File: src/rtl/and4_reduce_stream_pkg.sv
// Shared definitions for the AND-reduce stream block.
//   state_e          : control FSM states (ACCUM collects beats, HOLD presents a result)
//   DEF_WIDTH        : default data word width
//   DEF_CNT_WIDTH    : default beat-counter width
package and4_reduce_stream_pkg;

  typedef enum logic {
    ACCUM = 1'b0,
    HOLD  = 1'b1
  } state_e;

  localparam int DEF_WIDTH     = 4;
  localparam int DEF_CNT_WIDTH = 4;

endpackage

File: src/rtl/and4_reduce_stream_if.sv
// Stream bus for the AND-reduce block: an input beat channel (I/I_valid/I_last,
// I_ready) and a result channel (O/O_count/O_valid, O_ready).
//   slave  : the reduce block (consumes beats, produces results)
//   master : the upstream/downstream side (tb or surrounding logic)
interface and4_reduce_stream_if #(
  parameter int width     = and4_reduce_stream_pkg::DEF_WIDTH,
  parameter int cnt_width = and4_reduce_stream_pkg::DEF_CNT_WIDTH
);
  logic [width-1:0]     I;
  logic                 I_valid;
  logic                 I_last;
  logic                 I_ready;
  logic [width-1:0]     O;
  logic [cnt_width-1:0] O_count;
  logic                 O_valid;
  logic                 O_ready;

  modport slave (
    input  I, I_valid, I_last, O_ready,
    output I_ready, O, O_count, O_valid
  );

  modport master (
    output I, I_valid, I_last, O_ready,
    input  I_ready, O, O_count, O_valid
  );
endinterface

File: src/rtl/coreir_and.sv
// Combinational bitwise AND of two words.
//   in0, in1 : operands (width bits)
//   out      : in0 & in1
module coreir_and #(
  parameter int width = 4
) (
  input  logic [width-1:0] in0,
  input  logic [width-1:0] in1,
  output logic [width-1:0] out
);
  assign out = in0 & in1;
endmodule

File: src/rtl/and4_reduce_stream.sv
// Frame-wise AND reduction. Beats accepted in ACCUM are ANDed into an
// accumulator and counted (saturating). The beat flagged I_last closes the
// frame: the reduced word and beat count are registered, and the block sits
// in HOLD presenting them until the downstream takes the result.
//   CLK         : clock, rising edge
//   ASYNCRESETN : asynchronous active-low reset
//   bus         : stream interface (slave side)
module and4_reduce_stream
  import and4_reduce_stream_pkg::*;
#(
  parameter int width     = DEF_WIDTH,
  parameter int cnt_width = DEF_CNT_WIDTH
) (
  input  logic                 CLK,
  input  logic                 ASYNCRESETN,
  and4_reduce_stream_if.slave  bus
);

  state_e               state_q, state_d;
  logic [width-1:0]     acc_q, acc_d;
  logic [cnt_width-1:0] cnt_q, cnt_d;
  logic [width-1:0]     o_q, o_d;
  logic [cnt_width-1:0] ocnt_q, ocnt_d;

  logic [width-1:0]     and_w;
  logic [cnt_width-1:0] cnt_inc;
  logic                 accept;

  coreir_and #(.width(width)) u_and (
    .in0 (acc_q),
    .in1 (bus.I),
    .out (and_w)
  );

  // Count clamps at all-ones; the AND path keeps running regardless.
  assign cnt_inc = (cnt_q == {cnt_width{1'b1}}) ? cnt_q : cnt_q + 1'b1;
  assign accept  = (state_q == ACCUM) && bus.I_valid;

  always_ff @(posedge CLK or negedge ASYNCRESETN) begin
    if (!ASYNCRESETN) begin
      state_q <= ACCUM;
      acc_q   <= {width{1'b1}};
      cnt_q   <= '0;
      o_q     <= '0;
      ocnt_q  <= '0;
    end else begin
      state_q <= state_d;
      acc_q   <= acc_d;
      cnt_q   <= cnt_d;
      o_q     <= o_d;
      ocnt_q  <= ocnt_d;
    end
  end

  always_comb begin
    state_d = state_q;
    acc_d   = acc_q;
    cnt_d   = cnt_q;
    o_d     = o_q;
    ocnt_d  = ocnt_q;
    case (state_q)
      ACCUM: begin
        if (accept) begin
          if (bus.I_last) begin
            // Close the frame and re-arm the accumulator on the same edge.
            o_d     = and_w;
            ocnt_d  = cnt_inc;
            acc_d   = {width{1'b1}};
            cnt_d   = '0;
            state_d = HOLD;
          end else begin
            acc_d = and_w;
            cnt_d = cnt_inc;
          end
        end
      end
      HOLD: begin
        if (bus.O_ready) state_d = ACCUM;
      end
      default: state_d = ACCUM;
    endcase
  end

  assign bus.I_ready = (state_q == ACCUM);
  assign bus.O_valid = (state_q == HOLD);
  assign bus.O       = o_q;
  assign bus.O_count = ocnt_q;

endmodule
File: src/flat_wrapper.sv
// flat-port wrapper written by rule: the top's interface ports become plain ports
module and4_reduce_stream_flat import and4_reduce_stream_pkg::*;
#(
  parameter int width     = DEF_WIDTH,
  parameter int cnt_width = DEF_CNT_WIDTH
)
  (CLK, ASYNCRESETN, bus_I, bus_I_valid, bus_I_last, bus_O_ready, bus_I_ready, bus_O, bus_O_count, bus_O_valid);
  and4_reduce_stream_if #(.width(width), .cnt_width(cnt_width)) bus_i ();
  input  logic CLK;
  input  logic ASYNCRESETN;
  input wire logic [$bits(bus_i.I)-1:0] bus_I;
  input wire logic [$bits(bus_i.I_valid)-1:0] bus_I_valid;
  input wire logic [$bits(bus_i.I_last)-1:0] bus_I_last;
  input wire logic [$bits(bus_i.O_ready)-1:0] bus_O_ready;
  output wire logic [$bits(bus_i.I_ready)-1:0] bus_I_ready;
  output wire logic [$bits(bus_i.O)-1:0] bus_O;
  output wire logic [$bits(bus_i.O_count)-1:0] bus_O_count;
  output wire logic [$bits(bus_i.O_valid)-1:0] bus_O_valid;
  assign bus_i.I = bus_I;
  assign bus_i.I_valid = bus_I_valid;
  assign bus_i.I_last = bus_I_last;
  assign bus_i.O_ready = bus_O_ready;
  assign bus_I_ready = bus_i.I_ready;
  assign bus_O = bus_i.O;
  assign bus_O_count = bus_i.O_count;
  assign bus_O_valid = bus_i.O_valid;
  and4_reduce_stream #(.width(width), .cnt_width(cnt_width)) u_core (.CLK(CLK), .ASYNCRESETN(ASYNCRESETN), .bus(bus_i));
endmodule
File: config.mk
export PLATFORM = sky130hd
export DESIGN_NAME = and4_reduce_stream_flat
export DESIGN_NICKNAME = d
export VERILOG_FILES = /design/src/rtl/and4_reduce_stream_pkg.sv /design/src/rtl/and4_reduce_stream_if.sv /design/src/rtl/coreir_and.sv /design/src/rtl/and4_reduce_stream.sv /design/src/flat_wrapper.sv
export SDC_FILE = /design/constraint.sdc
export NUM_CORES = 1
export LEC_CHECK = 0
export BUFFER_PORTS_ARGS = -buffer_cell sky130_fd_sc_hd__clkbuf_2
export CAP_MARGIN = 20
export CORE_MARGIN = 2
export CORE_UTILIZATION = 44
export DETAILED_ROUTE_END_ITERATION = 12
export GPL_TIMING_DRIVEN = 0
export PLACE_DENSITY = 0.75
export SLEW_MARGIN = 10
export SYNTH_ARGS = -nofsm -noshare
export SYNTH_HDL_FRONTEND = slang
export SYNTH_SLANG_ARGS = --single-unit
File: constraint.sdc
create_clock -name CLK -period 1.2 [get_ports CLK]
set_input_delay 0 -clock CLK [delete_from_list [all_inputs] [get_ports CLK]]
set_output_delay 0 -clock CLK [all_outputs]
set_load 0.005 [all_outputs]
# --- Yosys cells after proc, flatten, opt, wreduce, memory -nomap -nowiden ---
# Cells that the tools add are included.
totals:
  wordCells: 19
  register_bits: 17
  input_bits: 9
  output_inout_bits: 10
classes:
  add_sub_neg: 1
  bitwise: 2
  n_mux: 7
  n_eq_ne: 1
  n_reduce_logical: 3
ops:
  columns: ["op", "count"]
  rows:
  - ["4-bit 2-to-1 mux", 3]
  - ["4-bit by 1-bit adder with 4-bit output (second input constant)", 1]
  - ["4-bit AND", 1]
  - ["4-bit == test (second input constant)", 1]
  - ["1-bit 2-to-1 mux", 3]
  - ["3-bit AND reduction", 1]
  - ["1-bit case mux with 2 select lines", 1]
  - ["2-bit AND reduction", 1]
  - ["1-bit logical AND", 1]
  - ["1-bit inverter", 1]

# --- Logic depth before layout (Yosys ltp) ---
depth:
  ltp_word: 4
  mapped_depth: 4
  depth_no_buf: 4

# --- By module ---
# Synthesis repeated with hierarchy kept, for this count alone.
unflattened:
  cells_unflattened: 75
  area_unflattened_um2: 797.0
by_module_without_submodules:
  columns: ["mod", "cells_each", "seq_area_each_um2", "n_inst", "area_each_um2"]
  rows:
  - ["and4_reduce_stream", 71, 430.4, 1, 772.0]
  - ["coreir_and", 4, 0.0, 1, 25.0]

# --- Least setup slack after synthesis ---
# Ideal clock, no wire load.
synth_path:
  kind: "reg2reg"
  startpoint: "reg u_core.cnt_q[0]"
  endpoint: "reg u_core.cnt_q[0]"
  setup_time_ns: 0.118
  stages_incl_launch_ff: 5
  synth_period_minus_slack_ns: 1.169
  required_time_ns: 1.082
  path_slack_ns: 0.031
  n_path_buf: 0
  t_arrival_ns: 1.051
  cell_sequence: "dfrtp_1 -> ha_1 -> nand3_2 -> nor4b_1 -> a21o_1"
synth_via:
  elab_chain_cells: 3
  elab_cells_between_ends: 4
  cone_classes: "add/sub (1); eq/ne (1); mux (2)"
synth_rtl:
  columns: ["element", "line", "source"]
  rows:
  - ["from (decl)", "and4_reduce_stream.sv:21", "logic [cnt_width-1:0] cnt_q, cnt_d;"]
  - ["from (signal assigned)", "and4_reduce_stream.sv:49", "cnt_q <= cnt_d;"]
  - ["4-bit by 1-bit adder with 4-bit output or 4-bit == test (tied branches)", "and4_reduce_stream.sv:36", "assign cnt_inc = (cnt_q == {cnt_width{1'b1}}) ? cnt_q : cnt_q + 1'b1;"]
  - ["4-bit 2-to-1 mux *", "and4_reduce_stream.sv:36", null]
  - ["4-bit 2-to-1 mux *", "and4_reduce_stream.sv:64", "if (bus.I_last) begin"]
# Mark *: on every way between the ends. The rest lies on a longest branch, timed or not.
# A chain may end at the register's enable or synchronous reset.

# --- Final worst setup path ---
layout_path:
  startpoint: "reg u_core.cnt_q[1]"
  endpoint: "reg u_core.cnt_q[0]"
layout_via:
  elab_chain_cells: 3
layout_rtl:
  columns: ["element", "line"]
  rows:
  - ["4-bit == test", "and4_reduce_stream.sv:36"]
  - ["4-bit 2-to-1 mux", "and4_reduce_stream.sv:36"]
  - ["4-bit 2-to-1 mux", "and4_reduce_stream.sv:64"]
# Every way passes these cells.

==> results.md <==
- Critical path buffers and inverters: 0
- Slowest cell on the critical path: dfrtp_1
- Clock Path Buffers: 2
- Core Area: 1541 um^2
- Hold Vio Cnt, Final: 0
- Sequential area share after synthesis: 0.5870
- Rel. slew slack: 0.7324
- Initial antenna violation count: 0
- First-pass GRT wire length: ~2300 um
- CP Max Fanout: 5
- CP top delay family: flip-flops
- Leak pwr: 0.4831 nW
- Syn-to-layout area delta: 36.52%
- Synth Area per Inst: slightly above 10 um^2
- DRC: 0
- Final Skew: approximately 0.01 ns
- Layout cells sized above 1: 0.3558
- Aggregate global routing overflow: 0
- Worst Setup Path Type: flop to flop
- Mapped Cells: 72
- Register bit total from synthesis: 17
- Setup crit end kind: flop
- Synth warn: 0
- CTS H-Tree Depth: 1
- Xor and xnor area share after synthesis: 0.01195
- Max incr delay on CP: approximately 0.43 ns
- Critical Path Start Type: flop
- Drt first pass iters: 3
- Worst hold-check path type: primary input to flop
- Die height: roughly 45 um
- Hold_ws: 0.05616 ns
- Slew Limit Fails: 0
- Maximum vdd drop: roughly 0.0014 V
- Setup-failing EPs final: 0
- Synth Area in Simple Gates: 0.1809
- Largest net degree at the start of global routing: 18
- Final min period: roughly 1.2 ns
- Post-route cell area: between 1000 and 1500 um^2
- Die Footprint: about 2000 um^2
- Net Count, Synth: 82
- Clk sinks: 17
- Mapped cell area: between 700 and 800 um^2
- Area of the multi-input gates: around 330 um^2
- Setup ws final: between 0.04 and 0.05 ns
- Period utilization: 0.9609
- FMAX: ~870 MHz
- DP Area: 843.3 um^2
- Multiplexer share of the synthesized area: 0.02730
- Sum of negative setup slack: 0 ns
- Critical path arrival: 1.33 ns
- Total track usage: 0.1686
- IO Port Bufs: 18
- Initial DRC count: 3
- Storage element area: 430.4 um^2
- Remaining antenna violation count: 0
- Average wire per standard cell: 12.12 um
- Adder-cell area share of the yosys netlist: 0.01706
- Fillers: 130
- CTS buffer count: 3
- Pre-CTS setup slack: -0.05780 ns
- Vias in the first global route: ~600
- Clock Latency Late Sink: 0.29 ns
- Vias: roughly 610
- Drt total wl: ~1500 um
- Measured slew at the worst slew-check pin: approximately 0.40 ns
- CTS tree: yes
- Synth unique cells: 23
- CTS Root Cell: clkbuf_4
- Largest family of logic cells by synthesized area: simple AND/OR/NAND/NOR gates
- RD Place Congestion: about 0.74
- MaxCap Viol Count: 0
- Initial Util: 0.4756
- Complex-gate fraction of the synthesized area: 0.1570
- Top Ports: 19
- Cells along the critical path: ha_4 > nand3_4 > nor4b_2 > a21o_1
- DP Cell Count: 106
- Non-filler cells, final: 120
- PwrDens: roughly 1500 nW/um^2
- Vias per Instance: around 5.1
- Clk pin slew, worst setup/hold paths: approximately 0.10 ns
- Site row count: 14
- Die width: 44.82 um
- Final nets: around 120
- Req. time, crit path: 1.38 ns
- Antenna diodes: 0
- Status: complete, no violations
## state kept, by name (all words and copies together) (netlist names)
register / cells
u_core.cnt_q: 4
u_core.bus.O: 4
u_core.bus.O_valid: 1
u_core.bus.O_count: 4
u_core.acc_q: 4
## power by group
part / switching, mW / internal (mW) / total (mW)
combinational: 0.173 / 0.203 / 0.377
sequential: 0.0811 / 0.704 / 0.785
clock: 0.173 / 0.124 / 0.296
total: 0.427 / 1.03 / 1.46
## worst paths after layout
kind                       depth (start not counted)  slack, ns             startpoint               endpoint
min in group asynchronous                          2       0.17            ASYNCRESETN        u_core.bus.O[3]
hold reg to reg                                    2       0.49  u_core.bus.O_count[2]  u_core.bus.O_count[2]
setup reg to reg                                   4       0.05        u_core.cnt_q[1]        u_core.cnt_q[0]
setup / recovery                                   4       0.05        u_core.cnt_q[1]        u_core.cnt_q[0]
hold / removal                                     3       0.06            bus_I_valid  u_core.bus.O_count[2]
max in group asynchronous                          2       0.70            ASYNCRESETN        u_core.acc_q[2]
## cell usage after synthesis
library cell / count / area (um^2)
inv_1: 1 / 3.750
o21bai_1: 1 / 7.510
buf_2: 2 / 10.01
o31ai_1: 2 / 15.01
nand2b_2: 1 / 8.760
o21ai_1: 9 / 45.04
dfrtp_1: 13 / 325.3
a21o_1: 1 / 7.510
nand3_1: 1 / 5.000
o21ai_0: 4 / 20.02
nand3b_1: 1 / 7.510
nor2_1: 3 / 11.26
and2b_1: 1 / 7.510
nor4b_1: 1 / 8.760
a21oi_1: 2 / 10.01
nand2_1: 18 / 67.56
mux2i_1: 2 / 20.02
nand3_2: 1 / 10.01
nand2b_1: 1 / 6.260
a32o_1: 1 / 10.01
dfstp_2: 4 / 105.1
ha_1: 1 / 12.51
xnor2_1: 1 / 8.760
## layout make-up
type | instances | area share
inverters | 1 | 0.003750
plain buffers | 2 | 0.01000
well taps | 16 | 0.02000
flip-flops and latches | 17 | 0.4300
repair buffers | 28 | 0.1825
multi-input cells | 52 | 0.3262
clock buffers | 3 | 0.02250
clock inverters | 1 | 0.005000
## what timing repair did
item / CTS / global route
endpoints found under the setup margin: 5 / 6
pin swaps: 0 / 2
gates cloned: 0 / 0
gates resized for setup: 1 / 5
endpoints found under the hold margin: 27 / 0
hold buffers: 7 / 0
setup buffers: 1 / 2
## per-stage QoR
| stage | utilization | power, mW |
|---|---|---|
| after floorplan | - | 0.9518 |
| after global placement | 0.5471 | 1.078 |
| final | 0.6494 | 1.458 |
| after global routing | 0.6494 | 1.567 |
| after CTS | 0.6169 | 1.422 |
| after detailed placement | 0.5471 | 1.092 |
## metal layers
metal  vias to the layer above  share of wire  GRT usage
met2                        13           0.50     0.2870
met4                         0          0.012    0.07059
met1                       285           0.44     0.1839
met5                         -              0          0
li1                        313              -          -
met3                         2          0.047    0.07200
## cell usage in the layout, fill, tap and decap left out, types with 2 or more instances in the layout
cell type	synthesis	final
nand2_1	18	18
clkbuf_2	0	18
dfrtp_1	13	13
o21ai_1	9	9
dlygate4sd3_1	0	7
o21ai_0	4	4
dfstp_2	4	4
nor2_1	3	3
clkbuf_4	0	3
buf_4	0	3
buf_2	2	2
o31ai_1	2	2
a21oi_1	2	2
## kinds of logic after synthesis
logic type / Yosys count
simple gates: 28
compound gates: 20
flops: 17
buf+inv: 3
mux: 2
xor+xnor: 1
fa+ha+maj: 1
## worst reg2reg max path: stages (launching register included)
cell and delay [ns]:
dfrtp_1 0.43, ha_4 0.19, nand3_4 0.09, nor4b_2 0.18
a21o_1 0.15
(Power assumes the default switching activity.)
